**src/rtl/i2c_cmd_arbiter_if.sv**
```systemverilog
// Bus between the two command requesters, the arbiter and the shared
// UART2I2C command converter.
//
// Handshake semantics:
//   x_req is a level held by the requester until it sees the one-cycle x_gnt
//   pulse. x_gnt means the command fields were latched. Exactly one of
//   x_done / x_err then pulses for one cycle per grant. cmdvalid is a
//   one-cycle strobe to the converter with num_cmd/address/cmd_data stable
//   from that cycle until the next grant. The converter signals completion
//   with a rising edge on eeprom_rd_done / eeprom_wr_done. A held level is
//   never treated as a new completion.
interface i2c_cmd_arbiter_if;
  logic         a_req;
  logic [7:0]   a_num_cmd;
  logic [15:0]  a_address;
  logic [127:0] a_wrdata;
  logic         a_gnt;
  logic         a_done;
  logic         a_err;

  logic         b_req;
  logic [7:0]   b_num_cmd;
  logic [15:0]  b_address;
  logic [127:0] b_wrdata;
  logic         b_gnt;
  logic         b_done;
  logic         b_err;

  logic [127:0] rsp_rddata;

  logic         cmdvalid;
  logic [7:0]   num_cmd;
  logic [15:0]  address;
  logic [127:0] cmd_data;
  logic         eeprom_rd_done;
  logic         eeprom_wr_done;
  logic [127:0] eeprom_rddata;

  // Requesters and converter side
  modport master (
    output a_req, a_num_cmd, a_address, a_wrdata,
    output b_req, b_num_cmd, b_address, b_wrdata,
    output eeprom_rd_done, eeprom_wr_done, eeprom_rddata,
    input  a_gnt, a_done, a_err, b_gnt, b_done, b_err,
    input  rsp_rddata, cmdvalid, num_cmd, address, cmd_data
  );

  // Arbiter side
  modport slave (
    input  a_req, a_num_cmd, a_address, a_wrdata,
    input  b_req, b_num_cmd, b_address, b_wrdata,
    input  eeprom_rd_done, eeprom_wr_done, eeprom_rddata,
    output a_gnt, a_done, a_err, b_gnt, b_done, b_err,
    output rsp_rddata, cmdvalid, num_cmd, address, cmd_data
  );
endinterface

```
**src/rtl/i2c_cmd_arbiter.sv**
```systemverilog
// Round-robin arbiter sharing one EEPROM command converter between the UART
// command parser (A) and the init/poll engine (B). One command is in flight
// at a time. Completion is a rising edge of the expected done input, bounded
// by a timeout.
module i2c_cmd_arbiter #(
  parameter logic [23:0] TIMEOUT_CYC = 24'd5_000_000
) (
  input  logic               clk50M,
  input  logic               rst_n,
  i2c_cmd_arbiter_if.slave   bus,
  output logic [1:0]         dbg_state_o
);

  typedef enum logic [1:0] {
    S_IDLE  = 2'd0,
    S_ISSUE = 2'd1,
    S_WAIT  = 2'd2,
    S_RESP  = 2'd3
  } state_t;

  state_t       state_q;
  logic         last_b_q;     // 1: B was granted last, so A wins the next tie
  logic         sel_b_q;      // requester owning the command in flight
  logic         rw_q;         // 1: read command
  logic [23:0]  timer_q;
  logic         prev_rd_q;
  logic         prev_wr_q;
  logic         a_gnt_q, a_done_q, a_err_q;
  logic         b_gnt_q, b_done_q, b_err_q;
  logic         cmdvalid_q;
  logic [7:0]   num_cmd_q;
  logic [15:0]  address_q;
  logic [127:0] cmd_data_q;
  logic [127:0] rsp_q;

  logic         any_req_d;
  logic         pick_b_d;
  logic [7:0]   sel_num_d;
  logic [15:0]  sel_addr_d;
  logic [127:0] sel_data_d;
  logic         len_ok_d;
  logic         rd_rise_d;
  logic         wr_rise_d;
  logic         exp_rise_d;
  logic         timeout_d;

  // Arbitration choice, length check and completion-edge decode
  always_comb begin
    any_req_d  = bus.a_req | bus.b_req;
    pick_b_d   = 1'b0;
    if (bus.a_req && bus.b_req) pick_b_d = ~last_b_q;
    else                        pick_b_d = bus.b_req;
    sel_num_d  = pick_b_d ? bus.b_num_cmd : bus.a_num_cmd;
    sel_addr_d = pick_b_d ? bus.b_address : bus.a_address;
    sel_data_d = pick_b_d ? bus.b_wrdata  : bus.a_wrdata;
    len_ok_d   = (sel_num_d[6:0] != 7'd0) && (sel_num_d[6:0] <= 7'd16);
    rd_rise_d  = bus.eeprom_rd_done & ~prev_rd_q;
    wr_rise_d  = bus.eeprom_wr_done & ~prev_wr_q;
    exp_rise_d = rw_q ? rd_rise_d : wr_rise_d;
    timeout_d  = (timer_q == TIMEOUT_CYC - 24'd1);
  end

  // Done-input history, sampled every cycle regardless of state
  always_ff @(posedge clk50M or negedge rst_n) begin
    if (!rst_n) begin
      prev_rd_q <= 1'b0;
      prev_wr_q <= 1'b0;
    end else begin
      prev_rd_q <= bus.eeprom_rd_done;
      prev_wr_q <= bus.eeprom_wr_done;
    end
  end

  // Command FSM with registered strobes, pulses and latched command fields
  always_ff @(posedge clk50M or negedge rst_n) begin
    if (!rst_n) begin
      state_q    <= S_IDLE;
      last_b_q   <= 1'b1;
      sel_b_q    <= 1'b0;
      rw_q       <= 1'b0;
      timer_q    <= 24'd0;
      a_gnt_q    <= 1'b0;
      a_done_q   <= 1'b0;
      a_err_q    <= 1'b0;
      b_gnt_q    <= 1'b0;
      b_done_q   <= 1'b0;
      b_err_q    <= 1'b0;
      cmdvalid_q <= 1'b0;
      num_cmd_q  <= 8'd0;
      address_q  <= 16'd0;
      cmd_data_q <= 128'd0;
      rsp_q      <= 128'd0;
    end else begin
      a_gnt_q    <= 1'b0;
      a_done_q   <= 1'b0;
      a_err_q    <= 1'b0;
      b_gnt_q    <= 1'b0;
      b_done_q   <= 1'b0;
      b_err_q    <= 1'b0;
      cmdvalid_q <= 1'b0;
      case (state_q)
        S_IDLE: begin
          if (any_req_d) begin
            sel_b_q    <= pick_b_d;
            rw_q       <= sel_num_d[7];
            num_cmd_q  <= sel_num_d;
            address_q  <= sel_addr_d;
            cmd_data_q <= sel_data_d;
            a_gnt_q    <= ~pick_b_d;
            b_gnt_q    <= pick_b_d;
            if (len_ok_d) begin
              state_q <= S_ISSUE;
            end else begin
              // Bad length: reject without touching the converter
              a_err_q <= ~pick_b_d;
              b_err_q <= pick_b_d;
              state_q <= S_RESP;
            end
          end
        end
        S_ISSUE: begin
          cmdvalid_q <= 1'b1;
          timer_q    <= 24'd0;
          state_q    <= S_WAIT;
        end
        S_WAIT: begin
          timer_q <= timer_q + 24'd1;
          // Completion takes priority over a coincident timeout
          if (exp_rise_d) begin
            if (rw_q) rsp_q <= bus.eeprom_rddata;
            a_done_q <= ~sel_b_q;
            b_done_q <= sel_b_q;
            state_q  <= S_RESP;
          end else if (timeout_d) begin
            a_err_q <= ~sel_b_q;
            b_err_q <= sel_b_q;
            state_q <= S_RESP;
          end
        end
        S_RESP: begin
          last_b_q <= sel_b_q;
          state_q  <= S_IDLE;
        end
        default: state_q <= S_IDLE;
      endcase
    end
  end

  assign bus.a_gnt      = a_gnt_q;
  assign bus.a_done     = a_done_q;
  assign bus.a_err      = a_err_q;
  assign bus.b_gnt      = b_gnt_q;
  assign bus.b_done     = b_done_q;
  assign bus.b_err      = b_err_q;
  assign bus.cmdvalid   = cmdvalid_q;
  assign bus.num_cmd    = num_cmd_q;
  assign bus.address    = address_q;
  assign bus.cmd_data   = cmd_data_q;
  assign bus.rsp_rddata = rsp_q;
  assign dbg_state_o    = state_q;

endmodule

```
**src/flat_wrapper.sv**
```systemverilog
// flat-port wrapper written by rule: the top's interface ports become plain ports
module i2c_cmd_arbiter_flat 
#(
  parameter logic [23:0] TIMEOUT_CYC = 24'd5_000_000
)
  (clk50M, rst_n, dbg_state_o, bus_a_req, bus_a_num_cmd, bus_a_address, bus_a_wrdata, bus_b_req, bus_b_num_cmd, bus_b_address, bus_b_wrdata, bus_eeprom_rd_done, bus_eeprom_wr_done, bus_eeprom_rddata, bus_a_gnt, bus_a_done, bus_a_err, bus_b_gnt, bus_b_done, bus_b_err, bus_rsp_rddata, bus_cmdvalid, bus_num_cmd, bus_address, bus_cmd_data);
  i2c_cmd_arbiter_if bus_i ();
  input  logic clk50M;
  input  logic rst_n;
  output logic [1:0] dbg_state_o;
  input wire logic [$bits(bus_i.a_req)-1:0] bus_a_req;
  input wire logic [$bits(bus_i.a_num_cmd)-1:0] bus_a_num_cmd;
  input wire logic [$bits(bus_i.a_address)-1:0] bus_a_address;
  input wire logic [$bits(bus_i.a_wrdata)-1:0] bus_a_wrdata;
  input wire logic [$bits(bus_i.b_req)-1:0] bus_b_req;
  input wire logic [$bits(bus_i.b_num_cmd)-1:0] bus_b_num_cmd;
  input wire logic [$bits(bus_i.b_address)-1:0] bus_b_address;
  input wire logic [$bits(bus_i.b_wrdata)-1:0] bus_b_wrdata;
  input wire logic [$bits(bus_i.eeprom_rd_done)-1:0] bus_eeprom_rd_done;
  input wire logic [$bits(bus_i.eeprom_wr_done)-1:0] bus_eeprom_wr_done;
  input wire logic [$bits(bus_i.eeprom_rddata)-1:0] bus_eeprom_rddata;
  output wire logic [$bits(bus_i.a_gnt)-1:0] bus_a_gnt;
  output wire logic [$bits(bus_i.a_done)-1:0] bus_a_done;
  output wire logic [$bits(bus_i.a_err)-1:0] bus_a_err;
  output wire logic [$bits(bus_i.b_gnt)-1:0] bus_b_gnt;
  output wire logic [$bits(bus_i.b_done)-1:0] bus_b_done;
  output wire logic [$bits(bus_i.b_err)-1:0] bus_b_err;
  output wire logic [$bits(bus_i.rsp_rddata)-1:0] bus_rsp_rddata;
  output wire logic [$bits(bus_i.cmdvalid)-1:0] bus_cmdvalid;
  output wire logic [$bits(bus_i.num_cmd)-1:0] bus_num_cmd;
  output wire logic [$bits(bus_i.address)-1:0] bus_address;
  output wire logic [$bits(bus_i.cmd_data)-1:0] bus_cmd_data;
  assign bus_i.a_req = bus_a_req;
  assign bus_i.a_num_cmd = bus_a_num_cmd;
  assign bus_i.a_address = bus_a_address;
  assign bus_i.a_wrdata = bus_a_wrdata;
  assign bus_i.b_req = bus_b_req;
  assign bus_i.b_num_cmd = bus_b_num_cmd;
  assign bus_i.b_address = bus_b_address;
  assign bus_i.b_wrdata = bus_b_wrdata;
  assign bus_i.eeprom_rd_done = bus_eeprom_rd_done;
  assign bus_i.eeprom_wr_done = bus_eeprom_wr_done;
  assign bus_i.eeprom_rddata = bus_eeprom_rddata;
  assign bus_a_gnt = bus_i.a_gnt;
  assign bus_a_done = bus_i.a_done;
  assign bus_a_err = bus_i.a_err;
  assign bus_b_gnt = bus_i.b_gnt;
  assign bus_b_done = bus_i.b_done;
  assign bus_b_err = bus_i.b_err;
  assign bus_rsp_rddata = bus_i.rsp_rddata;
  assign bus_cmdvalid = bus_i.cmdvalid;
  assign bus_num_cmd = bus_i.num_cmd;
  assign bus_address = bus_i.address;
  assign bus_cmd_data = bus_i.cmd_data;
  i2c_cmd_arbiter #(.TIMEOUT_CYC(TIMEOUT_CYC)) u_core (.clk50M(clk50M), .rst_n(rst_n), .bus(bus_i), .dbg_state_o(dbg_state_o));
endmodule
```
**config.mk**
```make
export PLATFORM = sky130hd
export DESIGN_NAME = i2c_cmd_arbiter_flat
export DESIGN_NICKNAME = d
export VERILOG_FILES = /design/src/rtl/i2c_cmd_arbiter_if.sv /design/src/rtl/i2c_cmd_arbiter.sv /design/src/flat_wrapper.sv
export SDC_FILE = /design/constraint.sdc
export NUM_CORES = 1
export LEC_CHECK = 0
export ABC_AREA = 1
export BUFFER_PORTS_ARGS = -buffer_cell sky130_fd_sc_hd__buf_2
export CORE_AREA = 4 4 283 285
export CTS_CLUSTER_DIAMETER = 200
export DETAILED_ROUTE_END_ITERATION = 7
export DIE_AREA = 0 0 287 289
export PLACE_DENSITY = 0.49
export SLEW_MARGIN = 20
export SYNTH_ARGS = -nofsm -noshare
export SYNTH_HDL_FRONTEND = slang
export SYNTH_SLANG_ARGS = --single-unit
```
**constraint.sdc**
```tcl
create_clock -name clk50M -period 1.95 [get_ports clk50M]
set_input_delay 0.2925 -clock clk50M [delete_from_list [all_inputs] [get_ports clk50M]]
set_output_delay 0.2925 -clock clk50M [all_outputs]
set_load 0.1 [all_outputs]
```
; Word-level counts from Yosys, hierarchy flattened
; Index checks and enable logic that the tools add are counted.
[totals]
latch_bits = 0
output_inout_bits = 289
rom_bits = 0
word_cells = 72
reg_bits = 318
ramBits = 0
mem_count = 0
[op_classes]
div_mod_pow = 0
n_addsub = 1
bitwise_logic = 8
magnitude_cmp = 1
muxes = 30
n_reduce_logical = 8
shifts = 0
n_eq_ne = 6
multipliers = 0
[ops]
columns = op, n
row1 = two-way mux 128 bit, 1
row2 = case mux 24 bit (2 select lines), 1
row3 = "adder 24 x 1 -> 24 bit, second input constant", 1
row4 = "== test 24 x 23 -> 1 bit, second input constant", 1
row5 = two-way mux 1 bit, 19
row6 = two-way mux 16 bit, 1
row7 = two-way mux 2 bit, 4
row8 = two-way mux 8 bit, 1
row9 = case mux 2 bit (4 select lines), 1
row10 = "<= comparator 7 x 5 -> 1 bit, second input constant", 1
row11 = nonzero test 7 bit, 1
row12 = inverter 1 bit, 5
row13 = "== test 2 bit, second input constant", 2
row14 = case mux 1 bit (2 select lines), 2
row15 = AND reduction 2 bit, 2
row16 = "!= test 3 x 1 -> 1 bit, second input constant", 1
row17 = AND reduction 3 bit, 1
row18 = AND 1 bit, 2
row19 = "== test 2 x 1 -> 1 bit, second input constant", 1
row20 = logical AND 1 bit, 2
row21 = logical NOT 2 bit, 1
row22 = "!= test 2 x 1 -> 1 bit, second input constant", 1
row23 = nonzero test 2 bit, 1
row24 = OR 1 bit, 1

; Logic depth before layout (Yosys ltp)
; Gate-level depths: netlist of the first run.
[depth]
depth_word = 8
ltp_mapped = 13
ltp_nobuf = 12

; Worst setup path after synthesis of the first run
; OpenSTA, ideal clock, no wires.
[synth_timing]
path_type = reg2reg
from = register u_core.state_q[0], in the netlist u_core.dbg_state_o[0]
to = register u_core.timer_q[16]
setup_time_ps = 121
t_required_ps = 1829
arrival_time_ps = 2334
setup_slack_ps = -504
stages_incl_launch_ff = 13
period_less_slack_ps = 2454
path_cell_list = dfrtp_1 > inv_1 > ha_1 > buf_6 > inv_4 > nor2_4 > nand2_1 > nor2_2 > nand2_2 > inv_2 > nand3_2 > o21ai_1 > nor2_1
[synth_via]
elab_chain_cells = 2
elab_cells_between_ends = 4
[synth_rtl]
columns = element, line_no
row1 = "start, declared", i2c_cmd_arbiter.sv:21  ; state_t state_q;
row2 = "start signal, assigned", i2c_cmd_arbiter.sv:77  ; state_q <= S_IDLE;
row3 = "start signal, assigned", i2c_cmd_arbiter.sv:112  ; state_q <= S_ISSUE;
row4 = "start signal, assigned", i2c_cmd_arbiter.sv:117  ; state_q <= S_RESP;
row5 = == test 2 bit / == test 2 x 1 -> 1 bit (equally long branches), i2c_cmd_arbiter.sv:101  ; case (state_q)
row6 = case mux 24 bit (2 select lines) / nonzero test 2 bit (equally long branches), -
row7 = "end signal, assigned", i2c_cmd_arbiter.sv:127  ; timer_q <= timer_q + 24'd1;
row8 = "end, declared", i2c_cmd_arbiter.sv:25  ; logic [23:0] timer_q;
; Several ways; a longest one is shown, not always the timed one.
; A chain may end at the register's enable or synchronous reset.

; Worst setup path after layout of the first run
[layout_timing]
from = register u_core.num_cmd_q[7], in the netlist u_core.bus.num_cmd[7]
to = output bus_num_cmd[7]
[layout_rtl]
columns = element, line_no
row1 = "start, declared", i2c_cmd_arbiter.sv:31  ; logic [7:0] num_cmd_q;
row2 = "start signal, assigned", i2c_cmd_arbiter.sv:106  ; num_cmd_q <= sel_num_d;
row3 = "end, declared", flat_wrapper.sv:30  ; output wire logic [$bits(bus_i.num_cmd)-1:0] bus_num_cmd;
; No word-level cell between the ends.

==> results by group, run 1 <==
Logic synthesis
  • Primary FF master, synth: dfrtp_1
  • Post-synthesis sequential area ratio: 58.8%
  • Asr flop ratio synth: 100%
  • Ys Warns: 0
  • FF+latch count, synth: 317
  • Post-synth net total: 1809
  • Number of synthesized flops with an enable pin: 0
  • Cells after Synth: 1366
  • Cell area after synthesis: 13500 sq um
  • Average size of a mapped cell: 9.89 sq um
  • Unique masters post-synth: 33

Clock network
  • Root buffer cell: clkbuf_16
  • CTS sink count: 317
  • Clock Latency Late Sink: 0.54 ns
  • Clk buf depth: 3
  • Htree depth: 2
  • Worst-path clk slew: 0.06 ns
  • CTS tree: built
  • Post-CTS Setup Bufs: 0
  • CTS Buf Count: 37

Worst setup path
  • CP Launch Type: flop
  • Crit-path cells: buf_2
  • CP arrival: 1.56 ns
  • Kind of critical path: reg2out
  • Critical Path RT: 1.66 ns
  • Critical path peak fanout: 4
  • Critical path's top delay family: buffers and inverters
  • CP bufs+invs: 1
  • Slowest CP cell: buf_2
  • Worst stage delay on the critical path: 0.51 ns
  • Crit end category: output port

Timing
  • Rel. slew slack: 58.3%
  • Fin crit share: 94.9%
  • Final Slew Violations: 0
  • Final min period: 1.85 ns
  • Max frequency: 541 MHz
  • WHS: 0.0406 ns
  • Worst slew pin tran: 0.630 ns
  • Final Skew: 0.0275 ns
  • Setup repair after global routing missed its margin: no
  • Setup WS post-layout: 0.100 ns
  • Hold Vio Cnt, Final: 0
  • Setup violators final: 0

Detailed routing
  • Final ANT Viol Nets: 0
  • Vias per inst: 3.93
  • Iteration-0 DRC Markers: 584
  • First-pass DRT Iterations: 7
  • WL/cell: 16.3 um
  • Remaining routing DRC violations: 0
  • Final wirelength: 58.8 mm
  • Vias: 14200

Finish
  • Commonest non-fill, non-tap cell in the layout: buf_2
  • NumNets Final: 2982
  • Non-Filler Instances: 3608
  • Most frequent cells in the layout: buf_2, nand2_1, dlygate4sd3_1, dfrtp_1, nand3_1
  • Share of cells above drive strength 1: 39.4%
  • P&R area growth vs syn: 79.0%

GRT
  • Grt total ovfl: 0
  • Largest net degree at the start of global routing: 67
  • Initial antenna violation count: 5
  • First-pass GRT wire length: 86.8 mm
  • GRT Overall Usage: 13.3%
  • Number of global-route vias before repair: 15100

Min path
  • Worst hold path type: in2reg

Placement
  • DP Cell Count: 3133
  • IO Port Bufs: 726
  • DP Wirelength: 43.9 mm
  • Dpl ws: 0.0400 ns
  • Placer Congestion: 0.813

Status
  • Status: complete, no violations

Floorplanning
  • Initial Utilization: 17.5%
  • # rows: 102
  • # IOs: 727
  • DIE WIDTH: 287 um
  • Die area: 82900 sq um
  • Die Span Y: 289 um
  • CORE AREA: 77300 sq um

Run
  • Max_cap viols: 0
==> metal layers <==
layer | share of wire (%) | vias up | global-route usage, %
li1 | - | 6796 | -
met1 | 38 | 6593 | 14.8
met2 | 48 | 659 | 22.7
met3 | 10 | 147 | 4.99
met4 | 4.6 | 2 | 5.91
met5 | 0.022 | - | 0
==> worst reg2reg max path, cell delays in order, from the launching register on <==
cell     delay [ns]
dfrtp_4        0.50
ha_1           0.28
nand3_4        0.13
buf_12         0.18
buf_12         0.23
mux2_2         0.37
==> cell type report <==
type                            instances  area, sq um
Fill cell                            7996        53200
Timing Repair Buffer                 1202         8540
Sequential cell                       317         7940
Multi-Input combinational cell        935         4970
Tap cell                             1040         1300
Clock buffer                           57         1120
Inverter                               46          185
Clock inverter                          8          101
Antenna cell                            3         7.51
==> what timing repair did <==
| item | in CTS | in global routing |
|---|---|---|
| endpoints found under the hold margin | 371 | 0 |
| gates resized for setup | 0 | 5 |
| setup endpoints to repair | 0 | 118 |
| hold buffers | 407 | 0 |
==> cell usage after synthesis, types with 5 or more instances <==
library cell / instances / area (sq um)
nand2_1: 515 / 1930
dfrtp_1: 316 / 7910
nand3_1: 166 / 831
mux2_2: 128 / 1440
inv_1: 42 / 158
nor2_1: 40 / 150
buf_2: 33 / 165
buf_4: 20 / 150
o21ai_0: 15 / 75.1
a21oi_1: 13 / 65.1
buf_6: 12 / 135
nand4_1: 10 / 62.6
nand3b_1: 8 / 60.1
nand2_2: 7 / 43.8
ha_1: 5 / 62.6
nor2_2: 5 / 31.3
==> kinds of logic after synthesis <==
| kind of cell | share of synthesized area (%) |
|---|---|
| adder cells (fa/ha/maj) | 0.463 |
| multiplexers | 10.7 |
| AO/OA/AOI/OAI | 1.50 |
| flip-flops | 58.8 |
| buffers and inverters | 4.72 |
| AND/OR/NAND/NOR | 23.9 |
==> through the flow <==
stage          util, %  TNS (ns)  instance area [sq um]
4_1_cts           31.2         0                  24100
6_report          31.3         0                  24200
5_1_grt           31.3         0                  24200
3_5_place_dp      24.4         0                  18800
2_1_floorplan        -  -0.00372                  13500
3_3_place_gp      24.4         0                  18800
==> final timing paths <==
check | startpoint | cells past startpoint | to | slack, ns
worst max-delay path | u_core.bus.num_cmd[7]$_DFFE_PN0P_ | 1 | bus_num_cmd[7] | 0.10
min in group asynchronous | rst_n | 2 | u_core.bus.a_gnt$_DFF_PN0_ | 0.23
worst min-delay path | bus_b_address[3] | 3 | u_core.bus.address[3]$_DFFE_PN0P_ | 0.04
worst min register to register | u_core.sel_b_q$_DFFE_PN0P_ | 1 | u_core.bus.a_done$_DFF_PN0_ | 0.45
max in group asynchronous | rst_n | 3 | u_core.bus.rsp_rddata[112]$_DFFE_PN0P_ | 1.01
worst max register to register | u_core.dbg_state_o[1]$_DFFE_PN0P_ | 5 | u_core.bus.rsp_rddata[72]$_DFFE_PN0P_ | 0.14
==> state kept, by name (all words and copies together) (netlist names), 2 cells and up <==
register	flops
u_core.dbg_state_o	2
u_core.bus.rsp_rddata	128
u_core.timer_q	24
u_core.bus.address	16
u_core.bus.cmd_data	128
u_core.bus.num_cmd	8
Power of run 1 is not shown: default switching activity piles up to over one toggle a cycle in this logic, so the estimate is an artifact.
==> run 2, diff against run 1 <==
==> constraint.sdc (replaced) <==
create_clock -name clk50M -period 1.95 [get_ports clk50M]
set_input_delay 0.195 -clock clk50M [delete_from_list [all_inputs] [get_ports clk50M]]
set_output_delay 0.195 -clock clk50M [all_outputs]
set_load 0.1 [all_outputs]
==> run 2 against run 1 <==
Effect of this change:
- first-iteration DRC count shrank 4.6%
- non-clock buffer count grew 20
- worst setup slack gained 0.010 ns
- register-to-register slack lost 0.03 ns
- flip-flop and latch count is the same
- critical path depth grew 9
- via count grew 2.0%
- clock-buffer cell count is the same
- global-route usage grew 0.34 points
- cell count grew 0.64%
- die area is the same
- critical endpoint is now u_core.bus.cmd_data[54]$_DFFE_PN0P_
==> results by group, run 2 (synthesis gave the netlist of run 1 again) <==
Status
  • Status: complete, no violations

Floorplanning
  • CORE AREA: 77300 sq um (unchanged)
  • # rows: 102 (unchanged)
  • Die area: 82900 sq um (unchanged)
  • Die Span Y: 289 um (unchanged)
  • Initial Utilization: 17.5% (unchanged)
  • # IOs: 727 (unchanged)
  • DIE WIDTH: 287 um (unchanged)

GRT
  • GRT Overall Usage: 13.6% (+0.34 points)
  • Grt total ovfl: 0 (unchanged)
  • Largest net degree at the start of global routing: 61 (-9.0%)
  • Number of global-route vias before repair: 15400 (+2.6%)
  • Initial antenna violation count: 5 (unchanged)
  • First-pass GRT wire length: 88.6 mm (+2.0%)

Detailed routing
  • WL/cell: 16.7 um (+2.4%)
  • Final ANT Viol Nets: 0 (unchanged)
  • Vias per inst: 3.99 (+1.3%)
  • Iteration-0 DRC Markers: 557 (-4.6%)
  • First-pass DRT Iterations: 5 (-2)
  • Vias: 14500 (+2.0%)
  • Final wirelength: 60.6 mm (+3.1%)
  • Remaining routing DRC violations: 0 (unchanged)

Worst setup path
  • CP arrival: 2.32 ns (+0.76 ns)
  • Critical Path RT: 2.43 ns (+0.77 ns)
  • Critical path peak fanout: 29 (+25)
  • FF-to-FF setup slack: 0.11 ns (-0.03 ns)
  • FF-to-FF path depth: 10 (+5)
  • Critical R2R Capture: u_core.bus.cmd_data[54]$_DFFE_PN0P_
  • Crit end category: flop
  • CP Launch Type: flop
  • R2R Path Start: u_core.dbg_state_o[0]$_DFFE_PN0P_
  • Kind of critical path: reg2reg

Clock network
  • Htree depth: 2 (unchanged)
  • Clock Latency Late Sink: 0.55 ns (about the same)
  • CTS Buf Count: 39 (+5.4%)
  • Root buffer cell: clkbuf_16
  • CTS tree: built
  • Worst-path clk slew: 0.06 ns (about the same)
  • Clk buf depth: 3 (unchanged)
  • CTS sink count: 317 (unchanged)

Timing
  • Setup violators final: 0 (unchanged)
  • Worst slew pin tran: 0.770 ns (+0.140 ns)
  • Rel. slew slack: 49.0% (-9.3 points)
  • Fin crit share: 94.3% (-0.51 points)
  • Final min period: 1.84 ns (-0.0100 ns)
  • Setup TNS: 0 ns (unchanged)
  • Setup repair after global routing missed its margin: no
  • Max frequency: 544 MHz (+0.54%)
  • Final Slew Violations: 0 (unchanged)
  • Hold Vio Cnt, Final: 0 (unchanged)
  • Final Skew: 0.0191 ns (-0.00839 ns)
  • WHS: 0.0491 ns (+0.00854 ns)

Min path
  • Worst hold path type: in2reg
  • Cells on Worst Hold Path: 5 (+2)
  • Hold Crit Start: bus_a_num_cmd[1]
  • Min-Delay Endpoint: u_core.bus.num_cmd[1]$_DFFE_PN0P_

Placement
  • DP Wirelength: 43.8 mm (-0.12%)
  • Placed cell areas: 18800 sq um (-0.20%)
  • IO Port Bufs: 726 (unchanged)
  • Placer Congestion: 0.811 (-0.31%)

Finish
  • Post-layout util: 31.6% (+0.33 points)
  • Commonest non-fill, non-tap cell in the layout: buf_2
  • Share of cells above drive strength 1: 39.3% (-0.12 points)
  • NumNets Final: 3004 (+0.74%)
  • # fillers: 7898 (-1.2%)
  • Most frequent cells in the layout: buf_2, nand2_1, dlygate4sd3_1, dfrtp_1, nand3_1
  • Fin area: 24400 sq um (+1.1%)
  • P&R area growth vs syn: 80.9%

Run
  • Max_cap viols: 0 (unchanged)
run 2: per-layer routing:
metal  wire length [um]  global-route usage (%)  share of wire [%]  up-vias
li1                   -                       -                  -     6842
met1              23200                    15.5                 38     6815
met2              29000                    23.4                 48      678
met3               5640                    4.45                9.3      142
met4               2780                    6.27                4.6        0
met5                  0                       0                  0        -
run 2: repair_timing:
item | CTS | global route
gates resized for setup | 0 | 4
hold buffers | 424 | 0
endpoints found under the setup margin | 0 | 104
hold endpoints to repair | 433 | 0
buffers inserted | 0 | 1
run 2: how the worst max path moves through the flow:
stage	depth (start not counted)	from	endpoint	slack (ns)
after floorplan	12	u_core.dbg_state_o[0]$_DFFE_PN0P_	u_core.timer_q[16]$_DFFE_PN0P_	-0.004
after global placement	4	u_core.prev_rd_q$_DFF_PN0_	u_core.bus.rsp_rddata[23]$_DFFE_PN0P_	0.04
after detailed placement	4	u_core.prev_rd_q$_DFF_PN0_	u_core.bus.rsp_rddata[19]$_DFFE_PN0P_	0.04
after CTS	4	u_core.prev_rd_q$_DFF_PN0_	u_core.bus.rsp_rddata[13]$_DFFE_PN0P_	0.02
after global routing	10	u_core.dbg_state_o[0]$_DFFE_PN0P_	u_core.bus.cmd_data[54]$_DFFE_PN0P_	0.004
final	10	u_core.dbg_state_o[0]$_DFFE_PN0P_	u_core.bus.cmd_data[54]$_DFFE_PN0P_	0.11
run 2: final cells by class:
type	count	area, sq um	area share [%]
inverter	46	183	0.748
clock inverter	11	176	0.722
clock buffer	57	1130	4.65
antenna	3	7.51	0.0307
tap	1040	1300	5.33
multi-input combinational	935	4960	20.3
sequential	317	7940	32.5
timing repair buffer	1222	8730	35.7
run 2: through the flow:
| step | cells | worst slack, ns |
|---|---|---|
| 5_1_grt | 3630 | 0.00419 |
| 4_1_cts | 3626 | 0.0190 |
| 2_1_floorplan | 1366 | -0.00372 |
| 3_3_place_gp | 3134 | 0.0390 |
| 6_report | 3631 | 0.110 |
| 3_5_place_dp | 3134 | 0.0372 |
run 2: critical path, cell delays in order, from the launching register on:
cell and delay [ns]:
dfrtp_4 0.47, inv_2 0.08, ha_2 0.17, inv_1 0.10, nor2_2 0.13, nand2_1 0.09
inv_4 0.09, buf_12 0.19, buf_12 0.22, nand2_1 0.09, nand3_1 0.08
Power of run 2 is left out for the same reason.
